===== src/rtl/mult_16b_pkg.sv =====
// Shared constants and state encoding for the sequential 16x16 multiplier.
package mult_16b_pkg;

  localparam int MULT_WIDTH = 16;
  localparam int MULT_STEPS = 16;
  localparam int PROD_WIDTH = 32;

  typedef enum logic [1:0] {
    IDLE = 2'b00,
    RUN  = 2'b01,
    DONE = 2'b10
  } mult_state_e;

endpackage


===== src/rtl/adder_16b.sv =====
// 16-bit Kogge-Stone adder: four prefix levels of generate/propagate merging.
module adder_16b (
  input  logic [15:0] a,
  input  logic [15:0] b,
  input  logic        c_i,
  output logic [15:0] s,
  output logic        c_o
);

  logic [15:0] prop_bit;
  logic [15:0] g_lvl;
  logic [15:0] p_lvl;
  logic [15:0] g_nxt;
  logic [15:0] p_nxt;

  always_comb begin
    prop_bit = a ^ b;
    g_lvl    = a & b;
    p_lvl    = prop_bit;
    // Fold the carry-in into bit 0 so the prefix tree needs no extra column.
    g_lvl[0] = g_lvl[0] | (prop_bit[0] & c_i);
    g_nxt    = g_lvl;
    p_nxt    = p_lvl;
    for (int lvl = 0; lvl < 4; lvl++) begin
      g_nxt = g_lvl;
      p_nxt = p_lvl;
      for (int i = 0; i < 16; i++) begin
        if (i >= (1 << lvl)) begin
          g_nxt[i] = g_lvl[i] | (p_lvl[i] & g_lvl[i - (1 << lvl)]);
          p_nxt[i] = p_lvl[i] & p_lvl[i - (1 << lvl)];
        end
      end
      g_lvl = g_nxt;
      p_lvl = p_nxt;
    end
    s   = prop_bit ^ {g_lvl[14:0], c_i};
    c_o = g_lvl[15];
  end

endmodule


===== src/rtl/mult_16b_seq.sv =====
// Sequential unsigned 16x16->32 shift-and-add multiplier around adder_16b.
// Optional early termination on zero operands / exhausted multiplier: MULT_16B_EARLY_TERM_EN.
//
// state | meaning
// IDLE  | o_ready, waiting for operands
// RUN   | one partial-product add and right shift per clock
// DONE  | o_valid, product held until i_ready
module mult_16b_seq #(
  parameter int WIDTH = 16,
  parameter int CNT_W = 5
) (
  input  logic        i_clk,
  input  logic        i_rst,
  input  logic        i_valid,
  output logic        o_ready,
  input  logic [15:0] i_a,
  input  logic [15:0] i_b,
  output logic        o_valid,
  input  logic        i_ready,
  output logic [31:0] o_p,
  output logic        o_busy
);

  import mult_16b_pkg::*;

  generate
    if (WIDTH != MULT_WIDTH || (1 << CNT_W) <= WIDTH) begin : g_bad_param
      $error("mult_16b_seq: WIDTH must be 16 and CNT_W must hold WIDTH");
    end
  endgenerate

  logic [1:0]            state_q;
  logic [WIDTH-1:0]      mcand_q;
  logic [WIDTH-1:0]      acc_hi_q;
  logic [WIDTH-1:0]      acc_lo_q;
  logic [CNT_W-1:0]      count_q;
  logic [PROD_WIDTH-1:0] p_q;

  logic [WIDTH-1:0]      add_b;
  logic [WIDTH-1:0]      add_s;
  logic                  add_co;
  logic [PROD_WIDTH-1:0] shift_next;
  logic [PROD_WIDTH-1:0] prod_final;
  logic [CNT_W-1:0]      count_next;
  logic                  finish;
  logic                  opnd_zero;

  assign add_b = acc_lo_q[0] ? mcand_q : '0;

  adder_16b u_step_adder (
    .a   (acc_hi_q),
    .b   (add_b),
    .c_i (1'b0),
    .s   (add_s),
    .c_o (add_co)
  );

  always_comb begin
    shift_next = {add_co, add_s, acc_lo_q[WIDTH-1:1]};
    count_next = count_q + 1'b1;
    finish     = (count_q == CNT_W'(MULT_STEPS - 1));
    prod_final = shift_next;
    opnd_zero  = 1'b0;
`ifdef MULT_16B_EARLY_TERM_EN
    opnd_zero  = (i_a == '0) || (i_b == '0);
    // Unconsumed multiplier bits sit in the low (16-count) bits of acc_lo.
    if ((shift_next[WIDTH-1:0] << count_next) == '0) begin
      finish     = 1'b1;
      prod_final = shift_next >> (CNT_W'(MULT_STEPS) - count_next);
    end
`endif
  end

  always_ff @(posedge i_clk or posedge i_rst) begin
    if (i_rst) begin
      state_q  <= IDLE;
      mcand_q  <= '0;
      acc_hi_q <= '0;
      acc_lo_q <= '0;
      count_q  <= '0;
      p_q      <= '0;
    end else begin
      case (state_q)
        IDLE: begin
          if (i_valid) begin
            mcand_q  <= i_a;
            acc_lo_q <= i_b;
            acc_hi_q <= '0;
            count_q  <= '0;
            if (opnd_zero) begin
              p_q     <= '0;
              state_q <= DONE;
            end else begin
              state_q <= RUN;
            end
          end
        end
        RUN: begin
          if (finish) begin
            {acc_hi_q, acc_lo_q} <= prod_final;
            p_q                  <= prod_final;
            count_q              <= CNT_W'(MULT_STEPS);
            state_q              <= DONE;
          end else begin
            {acc_hi_q, acc_lo_q} <= shift_next;
            count_q              <= count_next;
          end
        end
        DONE: begin
          if (i_ready) state_q <= IDLE;
        end
        default: state_q <= IDLE;
      endcase
    end
  end

  assign o_ready = (state_q == IDLE);
  assign o_busy  = (state_q == RUN);
  assign o_valid = (state_q == DONE);
  assign o_p     = p_q;

endmodule


===== config.mk =====
export PLATFORM = sky130hd
export DESIGN_NAME = mult_16b_seq
export DESIGN_NICKNAME = d
export VERILOG_FILES = /design/src/rtl/mult_16b_pkg.sv /design/src/rtl/adder_16b.sv /design/src/rtl/mult_16b_seq.sv
export SDC_FILE = /design/constraint.sdc
export NUM_CORES = 1
export LEC_CHECK = 0
export ABC_AREA = 1
export BUFFER_PORTS_ARGS = -buffer_cell sky130_fd_sc_hd__clkbuf_2
export CORE_UTILIZATION = 55
export CTS_BUF_LIST = sky130_fd_sc_hd__clkbuf_4 sky130_fd_sc_hd__clkbuf_8 sky130_fd_sc_hd__clkbuf_16
export CTS_CLUSTER_DIAMETER = 100
export DETAILED_ROUTE_END_ITERATION = 6
export PLACE_DENSITY = 0.79
export SLEW_MARGIN = 20
export SYNTH_ARGS = -nofsm -noshare
export SYNTH_HDL_FRONTEND = slang
export SYNTH_SLANG_ARGS = --single-unit

===== constraint.sdc =====
create_clock -name i_clk -period 7.55 [get_ports i_clk]
set_input_delay 1.51 -clock i_clk [delete_from_list [all_inputs] [get_ports i_clk]]
set_output_delay 1.51 -clock i_clk [all_outputs]
set_load 0.03 [all_outputs]

* Yosys cells after proc, flatten, opt, wreduce, memory -nomap -nowiden *
Cells that the tools add are included.

operators by class
  add/sub/neg operators = 1
  equal/unequal tests = 6
  multiplexer cells = 12
  bitwise operators = 135
  reductions and logical operators = 6

operator list
  cell                                                                     count
  1-bit AND                                                                83
  16-bit one-hot mux with 2 select lines                                   2
  1-bit OR                                                                 49
  16-bit two-way mux                                                       3
  16-bit bitwise XOR                                                       2
  16-bit AND                                                               1
  5-bit two-way mux                                                        2
  5-bit one-hot mux with 2 select lines                                    1
  2-bit two-way mux                                                        3
  2-bit one-hot mux with 3 select lines                                    1
  2-bit AND reduction                                                      3
  5-bit by 1-bit adder with 5-bit output, second input constant            1
  5-bit by 4-bit == test with 1-bit output, second input constant          1
  2-bit by 1-bit inequality test with 1-bit output, second input constant  2
  3-bit AND reduction                                                      1
  2-bit by 1-bit == test with 1-bit output, second input constant          1
  2-bit == test, second input constant                                     1
  2-bit logical NOT                                                        1
  2-bit inequality test, second input constant                             1
  2-bit nonzero test                                                       1

word-level totals
  bits in registers = 87
  input bits = 36
  output and inout port bits = 35
  logic and storage cells = 166

* Longest topological paths before layout *
Gate-level depths: netlist of the first run.

  depth after elaboration = 11
  gate-level depth with buffers = 15
  mapped depth without buffers = 13

* Hierarchy *
Synthesis of the first run repeated with hierarchy kept, for this count alone.

second synthesis, totals
  cell total of the unflattened synthesis = 608
  area, all modules = 4,619.4 µm²

modules (own cells, without submodules)
  module        times used  cells each  area an instance (µm²)  seq. area each (µm²)
  mult_16b_seq  1           419         3,637.2                 2,177.1
  adder_16b     1           189         982.2                   0.0

* Worst setup path before layout of the first run *
Ideal clock, no wire load.

  path type = register -> output
  start = reg state_q[1]
  end = out o_busy
  arrival time = 1,012 ps
  required time = 6,040 ps
  slack = 5,028 ps
  cell stages (with the launch flop) = 6
  buffers on the path = 2
  cells stage by stage = dfrtp_1 -> inv_2 -> nand2_4 -> inv_2 -> buf_6 -> buf_2

on the way
  longest elaborated chain between the ends = 1

RTL lines
  element                                   RTL line             text
  start, declared                           mult_16b_seq.sv:32   logic [1:0] state_q;
  start signal, assigned                    mult_16b_seq.sv:76   state_q <= IDLE;
  start signal, assigned                    mult_16b_seq.sv:92   state_q <= DONE;
  start signal, assigned                    mult_16b_seq.sv:94   state_q <= RUN;
  2-bit by 1-bit == test with 1-bit output  mult_16b_seq.sv:118  assign o_busy = (state_q == RUN);
  end, declared                             mult_16b_seq.sv:21   output logic o_busy

Every way passes these cells.

* Final worst setup path of the first run *
Same ends and word-level chain as after synthesis.

==> reports/qor_table.md, run 1 <==
| Result | Value | Unit |
|:---|:---|:---|
| Crit path kind | reg -> out | - |
| Total area of multi-input combinational cells | 1927 | µm² |
| Final RePlAce weighted congestion | 0.9024 | - |
| Floorplan die area | 8581 | µm² |
| Area of the mapped netlist | 4518 | µm² |
| Fin area | 5087 | µm² |
| Sequential Area | 2177 | µm² |
| Post-cts repair resize count | 0 | - |
| Clock slew at reported path FFs | 0.10 | ns |
| Number of antenna violations at the first check in global routing | 0 | - |
| Final setup violating endpoints | 0 | - |
| Diodes inserted | 0 | - |
| First-pass GRT wire length | 16,350 | µm |
| Seq/Total Area, Yosys | 48.19 | % |
| DR DRC count | 0 | - |
| Worst R2R Path Depth | 12 | - |
| Seq pwr share | 30.8 | % |
| Synth-to-Final Area Change | 12.60 | % |
| Highest achievable clock rate | 0.2894 | GHz |
| Via count | 3,642 | - |
| Net Switching | 0.001300 | W |
| Final critical delay including setup and external delays | 3.456 | ns |
| Post-synth ARST share | 100.0 | % |
| First DRT Iteration DRCs | 223 | - |
| Synth area leader | sky130_fd_sc_hd__dfrtp_1 | - |
| Endpoint required time on the critical path | 6.04 | ns |
| Clk_lat worst skew | 0.38 | ns |
| Hold Path Cell Cnt | 2 | - |
| Crit end category | primary output | - |
| Part of the cycle the worst path needs | 45.77 | % |
| Placed standard-cell area | 4887 | µm² |
| Post-DR wirelength/cell | 13.47 | µm |
| Number of hold-repair buffers added at the cts stage | 0 | - |
| Starting density of the core | 57.57 | % |
| Average vias per placed instance | 5.122 | - |
| Largest fanout on the critical path | 47 | - |
| Leakage dissipation | 2.877 | nW |
| Final hold viol count | 0 | - |
| Leading cell types by total area after synthesis | sky130_fd_sc_hd__dfrtp_1 48%, sky130_fd_sc_hd__nand2_1 15%, sky130_fd_sc_hd__inv_1 6.2% | - |
| Internal Dissipation | 0.001343 | W |
| Port buffer count | 70 | - |
| Die span in y | 92.64 | µm |
| Yosys reg bits | 87 | - |
| Peak supply drop | 0.0002203 | V |
| Post-CTS Setup Inserts | 0 | - |
| Share of power burned in combinational logic | 57.0 | % |
| Top cell type's share of synthesized area | 48.19 | % |
| Clock tree sinks | 87 | - |
| Number of flops mapped to enable cells by yosys | 0 | - |
| Number of fillers in the final layout | 706 | - |
| Final Slew Violations | 0 | - |
| Avg Inst Size Synth | 8.351 | µm² |
| Number of levels in the clock H-tree | 3 | - |
| Post-synthesis instance total | 541 | - |
| Outcome | completed | - |
| Horizontal die dimension | 92.64 | µm |
| Via count of the first global-routing pass | 3,460 | - |
| RSZ-0062 raised after global routing | no | - |
| Total GRT Usage | 24.56 | % |
| Nature of the critical path startpoint | flip-flop | - |
| Synth unique cells | 32 | - |
| Boundary Pins | 71 | - |
| Std-Cell Core Area | 7848 | µm² |
| Placement Rows | 32 | - |
| Buffers from clock root to sink, at most | 2 | - |
| Part of the power in the clock network | 12.2 | % |
| Synthesized netlist net count | 596 | - |
| Cell Pwr Density | 519.5 | nW/µm² |
| Iteration count of the initial detailed-routing pass | 4 | - |
| Root buffer cell | sky130_fd_sc_hd__clkbuf_8 | - |
| Post-layout nets | 659 | - |
| Gr ovfl total | 0 | - |
| Worst hold path class | reg -> reg | - |
| Power consumption | 0.002643 | W |
| Accumulated negative setup slack | 0 | ns |
| HPWL after DPL | 6747 | µm |
| Max Cap Viol | 0 | - |
| Switching share of power | 49.19 | % |
| TritonCTS Buffers | 9 | - |
| Worst Max-Slew Pin Slew | 0.7923 | ns |
| Yosys warning count | 0 | - |
| Maximum number of pins on one net before global-route repair | 88 | - |
| Worst endpoint data arrival time | 1.95 | ns |
| Total Wirelength | 9577 | µm |
| Ys flop type | sky130_fd_sc_hd__dfrtp_1 | - |
| Antenna viol nets, final | 0 | - |
| Layout cells sized above 1 | 18.88 | % |
| Fin Clk Skew | 0.01962 | ns |
| TritonCTS clock tree | built | - |
| Relative slew margins | 47.10 | % |
placed cells by master, fill, tap and decap left out, drive strengths merged:
master and count:
clkinv 3, nor3 14, o21ai 32, fa 1, a22o 2, clkinvlp 1, o21a 1, o211ai 7
mux2i 1, nand3b 3, nand4 2, a221oi 8, inv 82, xnor2 3, o22ai 1, and2 1
xor2 4, a21oi 10, ha 18, nand3 26, clkbuf 79, nand2 187, or2 2, mux2 16
buf 1, and3 2, nor2 14, o31ai 1, dfrtp 87
metal layers:
| layer | vias to the layer above | part of all wire [%] | GRT usage (%) |
|---|---|---|---|
| met3 | 14 | 5.0 | 3.448 |
| met2 | 106 | 45 | 37.78 |
| met5 | - | 0 | 0 |
| li1 | 1845 | - | - |
| met1 | 1677 | 48 | 35.32 |
| met4 | 0 | 1.7 | 9.487 |
metrics by stage:
step	instances	utilization [%]	hold slack [ns]	setup WS, ns
6_report	711	64.83	0.4865	4.094
5_1_grt	711	64.83	0.5118	3.991
2_1_floorplan	541	-	0.4553	3.790
3_5_place_dp	695	62.28	0.4618	4.518
4_1_cts	711	64.78	0.4865	4.102
3_3_place_gp	695	62.28	0.4626	4.555
critical path: stages, from the launching register on:
cell	delay, ns
sky130_fd_sc_hd__dfrtp_1	0.43
sky130_fd_sc_hd__inv_2	0.10
sky130_fd_sc_hd__nand2_4	0.10
sky130_fd_sc_hd__inv_2	0.60
sky130_fd_sc_hd__clkbuf_2	0.33
cell type report:
class / count / area share, %
Timing Repair Buffer: 71 / 7.108
Clock buffer: 9 / 2.435
Multi-Input combinational cell: 356 / 37.88
Tap cell: 102 / 2.509
Sequential cell: 87 / 42.79
Clock inverter: 7 / 1.426
Inverter: 79 / 5.853
kinds of logic after synthesis:
logic type / count (synthesis) / synth area share, %
XOR/XNOR: 7 / 1.357
adder cells (fa/ha/maj): 19 / 5.428
AO/OA/AOI/OAI: 62 / 8.225
multiplexers: 17 / 4.209
buffers and inverters: 98 / 9.166
flip-flops: 87 / 48.19
AND/OR/NAND/NOR: 251 / 23.43
power groups by stage:
stage               Sequential [W]  Clock, W  Combinational (W)
floorplan                 0.000933         0            0.00105
global placement          0.000814         0            0.00144
detailed placement        0.000824         0            0.00149
CTS                       0.000815  0.000326            0.00150
global route              0.000839  0.000348            0.00171
finish                    0.000814  0.000323            0.00151
final timing paths:
kind	slack, ns	to	from
worst max-delay path	4.09	o_busy	state_q[1]
worst min-delay path	0.49	o_p[26]	o_p[26]
worst max register to register	5.13	acc_hi_q[7]	acc_lo_q[0]
worst min register to register	0.49	o_p[26]	o_p[26]
max in group asynchronous	5.71	o_p[4]	i_rst
min in group asynchronous	1.32	acc_hi_q[2]	i_rst
synth_stat cells, types with 2 or more instances:
library cell               instances
sky130_fd_sc_hd__nand2_1         184
sky130_fd_sc_hd__dfrtp_1          87
sky130_fd_sc_hd__inv_1            75
sky130_fd_sc_hd__o21ai_0          32
sky130_fd_sc_hd__nand3_1          26
sky130_fd_sc_hd__ha_1             18
sky130_fd_sc_hd__mux2_2           16
sky130_fd_sc_hd__nor3_1           14
sky130_fd_sc_hd__nor2_1           12
sky130_fd_sc_hd__a21oi_1          10
sky130_fd_sc_hd__a221oi_1          8
sky130_fd_sc_hd__buf_2             7
sky130_fd_sc_hd__o211ai_1          7
sky130_fd_sc_hd__clkbuf_1          6
sky130_fd_sc_hd__buf_6             4
sky130_fd_sc_hd__inv_2             4
sky130_fd_sc_hd__xor2_1            4
sky130_fd_sc_hd__nand2_4           3
sky130_fd_sc_hd__nand3b_1          3
sky130_fd_sc_hd__xnor2_1           3
sky130_fd_sc_hd__a22o_1            2
sky130_fd_sc_hd__and3_1            2
sky130_fd_sc_hd__buf_4             2
sky130_fd_sc_hd__nand4_1           2
sky130_fd_sc_hd__nor2_4            2
sky130_fd_sc_hd__or2_2             2
flip-flops by register name, summed over array words and instances, names as in the netlist:
signal,count
mcand_q,16
acc_hi_q,16
acc_lo_q,16
o_p,32
count_q,5
state_q,2
No activity file was read; power rests on OpenSTA's default activity.
==> run 2: changes to the inputs <==
Settings changed: CORE_UTILIZATION 55 to 51, PLACE_DENSITY 0.79 to 0.77.
Clock period 7.55 ns to 2.9 ns, I/O delays scaled along.
==> run 2 against run 1 <==
  * Clock-buffer cell count is 2 higher
  * Clock power grew to 2.7 times the previous value
  * Highest routed layer unchanged
  * Critical path type is now reg -> reg
  * Clock skew shrank 0.0047 ns
  * Global-route usage down 0.67 points
  * First-iteration DRC count decreased by 0.45%
  * Hold slack worse by 0.32 ns
  * Sequential cell count unchanged
  * Die area increased by 7.7%
  * Combinational power grew to 2.6 times the previous value
  * Power grew to 2.6 times the previous value
==> reports/qor_table.md, run 2 (synthesis results as in run 1) <==
| Result | Value | Unit | vs previous |
|:---|:---|:---|:---|
| Switching share of power | 48.04 | % | was 49.19% |
| Cell Pwr Density | 1351 | nW/µm² | was 519.5 nW/µm² |
| Clock tree sinks | 87 | - | unchanged |
| Final RePlAce weighted congestion | 0.9271 | - | was 0.9024 |
| Max Cap Viol | 0 | - | unchanged |
| Crit end category | flip-flop | - | was primary output |
| Port buffer count | 70 | - | unchanged |
| Critical path, cell by cell | nand2_1 -> inv_1 -> ha_1 -> fa_1 -> nand2_1 -> nand2_1 -> and2_1 -> nand3_1 -> nand4_1 -> nand3_1 -> nand2_1 | - | was inv_2 -> nand2_4 -> inv_2 -> clkbuf_2 |
| Highest achievable clock rate | 0.4528 | GHz |  |
| Largest fanout on the critical path | 17 | - | was 47 |
| Placed standard-cell area | 4941 | µm² | was 4887 µm² |
| Final hold viol count | 0 | - | unchanged |
| Number of fillers in the final layout | 748 | - | was 706 |
| TritonCTS clock tree | built | - | unchanged |
| Total Wirelength | 10,000 | µm | was 9577 µm |
| RSZ-0062 raised after global routing | no | - | unchanged |
| TritonCTS Buffers | 9 | - | unchanged |
| Worst hold path class | in -> async | - | was reg -> reg |
| Final setup violating endpoints | 0 | - | unchanged |
| Std-Cell Core Area | 8382 | µm² | was 7848 µm² |
| Clk_lat worst skew | 0.36 | ns | was 0.38 ns |
| DR DRC count | 0 | - | unchanged |
| Maximum number of pins on one net before global-route repair | 36 | - | was 88 |
| CP most frequent cell | sky130_fd_sc_hd__nand2_1 | - | was sky130_fd_sc_hd__inv_2 |
| Diodes inserted | 0 | - | unchanged |
| Synth-to-Final Area Change | 13.99 | % | was 12.60% |
| Post-DR wirelength/cell | 13.91 | µm | was 13.47 µm |
| Floorplan die area | 9239 | µm² | was 8581 µm² |
| HPWL after DPL | 7278 | µm | was 6747 µm |
| Endpoint required time on the critical path | 3.15 | ns | was 6.04 ns |
| Number of levels in the clock H-tree | 3 | - | unchanged |
| Via count | 3,746 | - | was 3,642 |
| Net Switching | 0.003344 | W | was 0.001300 W |
| Final critical delay including setup and external delays | 2.208 | ns |  |
| Boundary Pins | 71 | - | unchanged |
| Most common cell after layout, fill and taps aside | sky130_fd_sc_hd__nand2_1 | - | unchanged |
| Accumulated negative setup slack | 0 | ns | unchanged |
| Antenna viol nets, final | 0 | - | unchanged |
| Peak supply drop | 0.0005618 | V | was 0.0002203 V |
| Placement Rows | 33 | - | was 32 |
| Seq pwr share | 30.8 | % | about the same |
| Post-cts repair resize count | 0 | - | unchanged |
| Part of the power in the clock network | 12.8 | % | was 12.2% |
| Critical path's largest stage delay | 0.55 | ns | was 0.60 ns |
| Layout cells sized above 1 | 19.54 | % | was 18.88% |
| Crit path kind | reg -> reg | - | was reg -> out |
| Share of power burned in combinational logic | 56.5 | % | was 57.0% |
| Power consumption | 0.006960 | W | was 0.002643 W |
| Commonest cells after routing, fill and taps aside | 184 x sky130_fd_sc_hd__nand2_1, 87 x sky130_fd_sc_hd__dfrtp_1, 74 x sky130_fd_sc_hd__inv_1, 70 x sky130_fd_sc_hd__clkbuf_2, 32 x sky130_fd_sc_hd__o21ai_0 | - | unchanged |
| Post-layout nets | 664 | - | was 659 |
| Fin area | 5150 | µm² | was 5087 µm² |
| Average vias per placed instance | 5.210 | - | was 5.122 |
| Worst Setup Slack, final | 0.6917 | ns | was 4.094 ns |
| Max FFs per register | 32 | - | unchanged |
| Horizontal die dimension | 96.12 | µm | was 92.64 µm |
| Internal Dissipation | 0.003616 | W | was 0.001343 W |
| First DRT Iteration DRCs | 222 | - | was 223 |
| Iteration count of the initial detailed-routing pass | 5 | - | was 4 |
| Outcome | completed | - | unchanged |
| Part of the cycle the worst path needs | 76.15 | % |  |
| Post-CTS Setup Inserts | 0 | - | unchanged |
| Hold Worst Slack | 0.1638 | ns | was 0.4865 ns |
| Worst Max-Slew Pin Slew | 0.4902 | ns | was 0.7923 ns |
| First-pass GRT wire length | 16,640 | µm | was 16,350 µm |
| Gr ovfl total | 0 | - | unchanged |
| Nature of the critical path startpoint | flip-flop | - | unchanged |
| Die span in y | 96.12 | µm | was 92.64 µm |
| Worst endpoint data arrival time | 2.46 | ns | was 1.95 ns |
| Relative slew margins | 67.27 | % | was 47.10% |
| Total GRT Usage | 23.89 | % | was 24.56% |
| Buffers from clock root to sink, at most | 2 | - | unchanged |
| Root buffer cell | sky130_fd_sc_hd__clkbuf_8 | - | unchanged |
| Clock slew at reported path FFs | 0.10 | ns | about the same |
| Reg-to-reg setup timing slack | 0.69 | ns | was 5.13 ns |
| Fin Clk Skew | 0.01496 | ns | was 0.01962 ns |
| Standard cell with the maximum stage delay on the critical path | sky130_fd_sc_hd__dfrtp_1 | - | was sky130_fd_sc_hd__inv_2 |
| Number of hold-repair buffers added at the cts stage | 0 | - | unchanged |
| Via count of the first global-routing pass | 3,505 | - | was 3,460 |
| Starting density of the core | 53.90 | % | was 57.57% |
| Number of antenna violations at the first check in global routing | 0 | - | unchanged |
| Final Slew Violations | 0 | - | unchanged |
| Leakage dissipation | 2.910 | nW | was 2.877 nW |
| Worst slack after detailed placement | 0.7259 | ns | was 4.518 ns |
==> run 2: metal layers <==
layer / GRT usage [%] / vias to the layer above / share of wire (%)
li1: - / 1862 / -
met1: 34.42 / 1753 / 48
met2: 37.00 / 119 / 45
met3: 3.160 / 12 / 5.8
met4: 8.333 / 0 / 1.4
met5: 0 / - / 0
==> run 2: through the flow <==
stage,util (%),cells
after floorplan,-,541
after global placement,58.95,703
after detailed placement,58.95,703
after CTS,61.44,719
after global routing,61.44,719
final,61.44,719
==> run 2: worst max-delay path: cells and delay by family (launching register included) <==
family,cells,cell delay [ns]
buffers and inverters,1,0.05
adder cells (fa/ha/maj),2,0.63
AND/OR/NAND/NOR,8,0.87
flip-flops,1,0.55
==> run 2: power by group through the flow <==
| stage | clock network (W) | logic (W) | registers (W) |
|---|---|---|---|
| floorplan | 0 | 0.00272 | 0.00243 |
| global placement | 0 | 0.00377 | 0.00214 |
| detailed placement | 0 | 0.00390 | 0.00216 |
| CTS | 0.000903 | 0.00392 | 0.00214 |
| global route | 0.000961 | 0.00444 | 0.00221 |
| finish | 0.000888 | 0.00393 | 0.00214 |
==> run 2: area by class of cell <==
class | instances | area, µm² | area share, %
Clock buffer | 11 | 145.1 | 2.818
Clock inverter | 5 | 63.81 | 1.239
Inverter | 79 | 297.8 | 5.782
Multi-Input combinational cell | 356 | 1927 | 37.41
Sequential cell | 87 | 2177 | 42.27
Tap cell | 105 | 131.4 | 2.551
Timing Repair Buffer | 76 | 407.9 | 7.920
==> run 2: final timing paths <==
kind                                   from  depth (start not counted)     endpoint
max in group asynchronous             i_rst                          3  acc_lo_q[8]
worst max register to register  acc_lo_q[0]                         11      o_p[27]
min in group i_clk                  i_ready                          2   state_q[1]
worst max-delay path            acc_lo_q[0]                         11      o_p[27]
worst min-delay path                  i_rst                          2      o_p[11]
worst min register to register      o_p[25]                          2      o_p[25]
==> run 3: changes to the inputs <==
Settings changed: ABC_AREA 1 to 0.
Clock period 2.9 ns to 2 ns, I/O delays scaled along.
==> run 3 against run 2 <==
  * The run now ends with setup timing left
  * Register-to-register slack worse by 1.0 ns
  * Wire length grew 13%
  * Synthesized cell count decreased by 17%
  * Clock power grew 61%
  * Clock skew decreased by 0.0071 ns
  * Sequential power is 47% higher
  * Combinational power grew 67%
  * Sequential cell count stayed put
  * Clock-buffer cell count up 1
  * Global-route usage grew 1.9 points
  * Via count is 0.37% higher
  * Highest routed layer unchanged
==> reports/qor_table.md, run 3 <==
| Result | Value | Unit | vs previous |
|:---|:---|:---|:---|
| Outcome | finished, violations left | - | was completed |
| Violated checks | setup timing | - |  |
| Fin area | 5817 | µm² | was 5150 µm² |
| Nature of the critical path startpoint | flip-flop | - | unchanged |
| Seq pwr share | 28.2 | % | was 30.8% |
| Endpoint of the lowest-slack register-to-register path | o_p[31] | - | was o_p[27] |
| Worst R2R Path Depth | 9 | - | was 11 |
| Commonest cells after routing, fill and taps aside | 103 x sky130_fd_sc_hd__nand2_1, 86 x sky130_fd_sc_hd__dfrtp_1, 70 x sky130_fd_sc_hd__clkbuf_2, 46 x sky130_fd_sc_hd__buf_4, 22 x sky130_fd_sc_hd__o21ai_0 | - | was 184 x sky130_fd_sc_hd__nand2_1, 87 x sky130_fd_sc_hd__dfrtp_1, 74 x sky130_fd_sc_hd__inv_1, 70 x sky130_fd_sc_hd__clkbuf_2, 32 x sky130_fd_sc_hd__o21ai_0 |
| Diodes inserted | 0 | - | unchanged |
| Final Slew Violations | 0 | - | unchanged |
| Seq/Total Area, Yosys | 50.51 | % | was 48.19% |
| Synth unique cells | 48 | - | was 32 |
| Synth area leader | sky130_fd_sc_hd__dfrtp_1 | - | unchanged |
| Synth top cells by count | 108 x sky130_fd_sc_hd__nand2_1, 87 x sky130_fd_sc_hd__dfrtp_1, 40 x sky130_fd_sc_hd__o21ai_0, 21 x sky130_fd_sc_hd__and2_1, 20 x sky130_fd_sc_hd__nor2_1 | - | was 184 x sky130_fd_sc_hd__nand2_1, 87 x sky130_fd_sc_hd__dfrtp_1, 75 x sky130_fd_sc_hd__inv_1, 32 x sky130_fd_sc_hd__o21ai_0, 26 x sky130_fd_sc_hd__nand3_1 |
| Yosys reg bits | 87 | - | unchanged |
| Root buffer cell | sky130_fd_sc_hd__clkbuf_8 | - | unchanged |
| DR DRC count | 0 | - | unchanged |
| Avg Inst Size Synth | 9.557 | µm² | was 8.351 µm² |
| Via count | 3,760 | - | was 3,746 |
| Clock tree sinks | 87 | - | unchanged |
| Number of hold-repair buffers added at the cts stage | 0 | - | unchanged |
| Final hold viol count | 0 | - | unchanged |
| Iteration count of the initial detailed-routing pass | 4 | - | was 5 |
| Post-DR wirelength/cell | 16.79 | µm | was 13.91 µm |
| Fin Clk Skew | 0.007826 | ns | was 0.01496 ns |
| First DRT Iteration DRCs | 189 | - | was 222 |
| Horizontal die dimension | 93.94 | µm | was 96.12 µm |
| Number of antenna violations at the first check in global routing | 0 | - | unchanged |
| Port buffer count | 70 | - | unchanged |
| Area of the mapped netlist | 4310 | µm² | was 4518 µm² |
| Relative slew margins | 63.09 | % | was 67.27% |
| Final Non-Filler Cells | 673 | - | was 719 |
| Starting density of the core | 52.46 | % | was 53.90% |
| Part of the power in the clock network | 12.8 | % | about the same |
| Gr ovfl total | 0 | - | unchanged |
| Buffers from clock root to sink, at most | 2 | - | unchanged |
| Internal Dissipation | 0.006376 | W | was 0.003616 W |
| Die span in y | 93.94 | µm | was 96.12 µm |
| Yosys warning count | 0 | - | unchanged |
| Maximum number of pins on one net before global-route repair | 88 | - | was 36 |
| Highest achievable clock rate | 0.4310 | GHz | was 0.4528 GHz |
| Peak supply drop | 0.0009885 | V | was 0.0005618 V |
| Number of placed instances, taps included | 646 | - | was 703 |
| Endpoint required time on the critical path | 2.29 | ns | was 3.15 ns |
| First-pass GRT wire length | 17,440 | µm | was 16,640 µm |
| Worst slack after detailed placement | -0.4624 | ns | was 0.7259 ns |
| Clk_lat worst skew | 0.36 | ns | about the same |
| Placement Rows | 33 | - | unchanged |
| Boundary Pins | 71 | - | unchanged |
| Post-layout nets | 618 | - | was 664 |
| Synth-to-Final Area Change | 34.95 | % | was 13.99% |
| Number of levels in the clock H-tree | 3 | - | unchanged |
| RSZ-0062 raised after global routing | yes | - | was no |
| Layout cells sized above 1 | 39.96 | % | was 19.54% |
| HPWL after DPL | 6769 | µm | was 7278 µm |
| Part of the cycle the worst path needs | 116.0 | % | was 76.15% |
| Average vias per placed instance | 5.587 | - | was 5.210 |
| Antenna viol nets, final | 0 | - | unchanged |
| Std-Cell Core Area | 8217 | µm² | was 8382 µm² |
| Post-synth ARST share | 100.0 | % | unchanged |
| Post-synthesis instance total | 451 | - | was 541 |
| Crit end category | flip-flop | - | unchanged |
| Max Cap Viol | 0 | - | unchanged |
| Total GRT Usage | 25.81 | % | was 23.89% |
| Synthesized netlist net count | 506 | - | was 596 |
| Placed standard-cell area | 5092 | µm² | was 4941 µm² |
| Final setup violating endpoints | 26 | - | was 0 |
| Ys flop type | sky130_fd_sc_hd__dfrtp_1 | - | unchanged |
| Worst Setup Slack, final | -0.3202 | ns | was 0.6917 ns |
| Most common cell after layout, fill and taps aside | sky130_fd_sc_hd__nand2_1 | - | unchanged |
| Power consumption | 0.01116 | W | was 0.006960 W |
| Largest fanout on the critical path | 7 | - | was 17 |
| TritonCTS clock tree | built | - | unchanged |
| Crit path kind | reg -> reg | - | unchanged |
| Reg-to-Reg Start | acc_lo_q[0] | - | unchanged |
| Via count of the first global-routing pass | 3,678 | - | was 3,505 |
| Final critical delay including setup and external delays | 2.320 | ns | was 2.208 ns |
| Leading cell type by number of instances after synthesis | sky130_fd_sc_hd__nand2_1 | - | unchanged |
| Switching share of power | 42.86 | % | was 48.04% |
| Final RePlAce weighted congestion | 0.8886 | - | was 0.9271 |
| Top cell type's share of synthesized area | 50.51 | % | was 48.19% |
| Worst hold path class | in -> async | - | unchanged |
| Clock slew at reported path FFs | 0.09 | ns | was 0.10 ns |
| Floorplan die area | 8824 | µm² | was 9239 µm² |
| Cell Pwr Density | 1918 | nW/µm² | was 1351 nW/µm² |
| Number of flops mapped to enable cells by yosys | 0 | - | unchanged |
| Worst Max-Slew Pin Slew | 0.5536 | ns | was 0.4902 ns |
| Worst endpoint data arrival time | 2.61 | ns | was 2.46 ns |
| Share of power burned in combinational logic | 59.0 | % | was 56.5% |
| Max FFs per register | 32 | - | unchanged |
| Reg-to-reg setup timing slack | -0.32 | ns | was 0.69 ns |
| TritonCTS Buffers | 9 | - | unchanged |
| Net Switching | 0.004783 | W | was 0.003344 W |
| Leakage dissipation | 2.767 | nW | was 2.910 nW |
| Leading cell types by total area after synthesis | sky130_fd_sc_hd__dfrtp_1 51%, sky130_fd_sc_hd__nand2_1 9.4%, sky130_fd_sc_hd__ha_1 5.2% | - | was sky130_fd_sc_hd__dfrtp_1 48%, sky130_fd_sc_hd__nand2_1 15%, sky130_fd_sc_hd__inv_1 6.2% |
| Total Wirelength | 11,300 | µm | was 10,000 µm |
## run 3: area by class of cell
class | instances | area [µm²]
multi-input combinational | 333 | 2420
sequential | 87 | 2178
clock buffer | 12 | 158.9
inverter | 8 | 33.78
timing repair buffer | 124 | 817.0
tap | 105 | 131.4
fill | 605 | 2400
clock inverter | 4 | 77.57
## run 3: power groups by stage
| stage | sequential [W] | combinational, W | clock, W |
|---|---|---|---|
| 2_1_floorplan | 0.00348 | 0.00297 | 0 |
| 3_3_place_gp | 0.00307 | 0.00492 | 0 |
| 3_5_place_dp | 0.00311 | 0.00512 | 0 |
| 4_1_cts | 0.00315 | 0.00587 | 0.00144 |
| 5_1_grt | 0.00324 | 0.00716 | 0.00152 |
| 6_report | 0.00315 | 0.00658 | 0.00143 |
## run 3: cells by family (layout without fill, tap and decap cells)
logic type | after synthesis | count (layout) | synth area share [%]
AND/OR/NAND/NOR | 184 | 184 | 19.22
AO/OA/AOI/OAI | 96 | 96 | 13.61
flip-flops | 87 | 87 | 50.51
buffers and inverters | 31 | 148 | 2.874
multiplexers | 24 | 24 | 6.067
adder cells (fa/ha/maj) | 19 | 19 | 5.690
XOR/XNOR | 10 | 10 | 2.032
## run 3: how the worst max path moves through the flow
stage	startpoint	end	slack, ns	cells after the start
after floorplan	acc_lo_q[0]	acc_hi_q[15]	-0.12	9
after global placement	acc_lo_q[0]	acc_hi_q[15]	-0.32	9
after detailed placement	acc_lo_q[0]	acc_hi_q[15]	-0.46	9
after CTS	acc_lo_q[0]	o_p[25]	-0.25	9
after global routing	acc_lo_q[0]	o_p[31]	-0.44	9
final	acc_lo_q[0]	o_p[31]	-0.32	9
## run 3: what timing repair did
action	in CTS	in global routing
pin swaps	18	22
setup buffers	6	4
setup endpoints to repair	26	37
endpoints found under the hold margin	0	0
cloned	0	1
gates resized for setup	57	25
## run 3: through the flow
| step | hold WS (ns) | TNS, ns | util, % |
|---|---|---|---|
| 3_5_place_dp | 0.4632 | -7.011 | 61.98 |
| 2_1_floorplan | 0.4374 | -0.8102 | - |
| 6_report | 0.1284 | -4.846 | 70.79 |
| 4_1_cts | 0.1741 | -3.171 | 68.54 |
| 5_1_grt | 0.1753 | -7.038 | 70.79 |
| 3_3_place_gp | 0.4604 | -4.730 | 61.98 |
## run 3: per-layer routing
metal	track usage, %	vias up	wire length (µm)
li1	-	1775	-
met1	31.64	1832	4660
met2	43.98	125	5721
met3	5.178	28	610
met4	11.15	0	307
met5	0	-	0
## run 3: worst max-delay path, stage by stage, from the launching register on
cell and delay (ns):
sky130_fd_sc_hd__dfrtp_2 0.47, sky130_fd_sc_hd__buf_6 0.16, sky130_fd_sc_hd__and2_1 0.16, sky130_fd_sc_hd__ha_4 0.31, sky130_fd_sc_hd__nand2_1 0.13, sky130_fd_sc_hd__o211ai_1 0.24
sky130_fd_sc_hd__o211ai_1 0.20, sky130_fd_sc_hd__a21oi_2 0.28, sky130_fd_sc_hd__a311oi_2 0.14, sky130_fd_sc_hd__o21ai_1 0.16
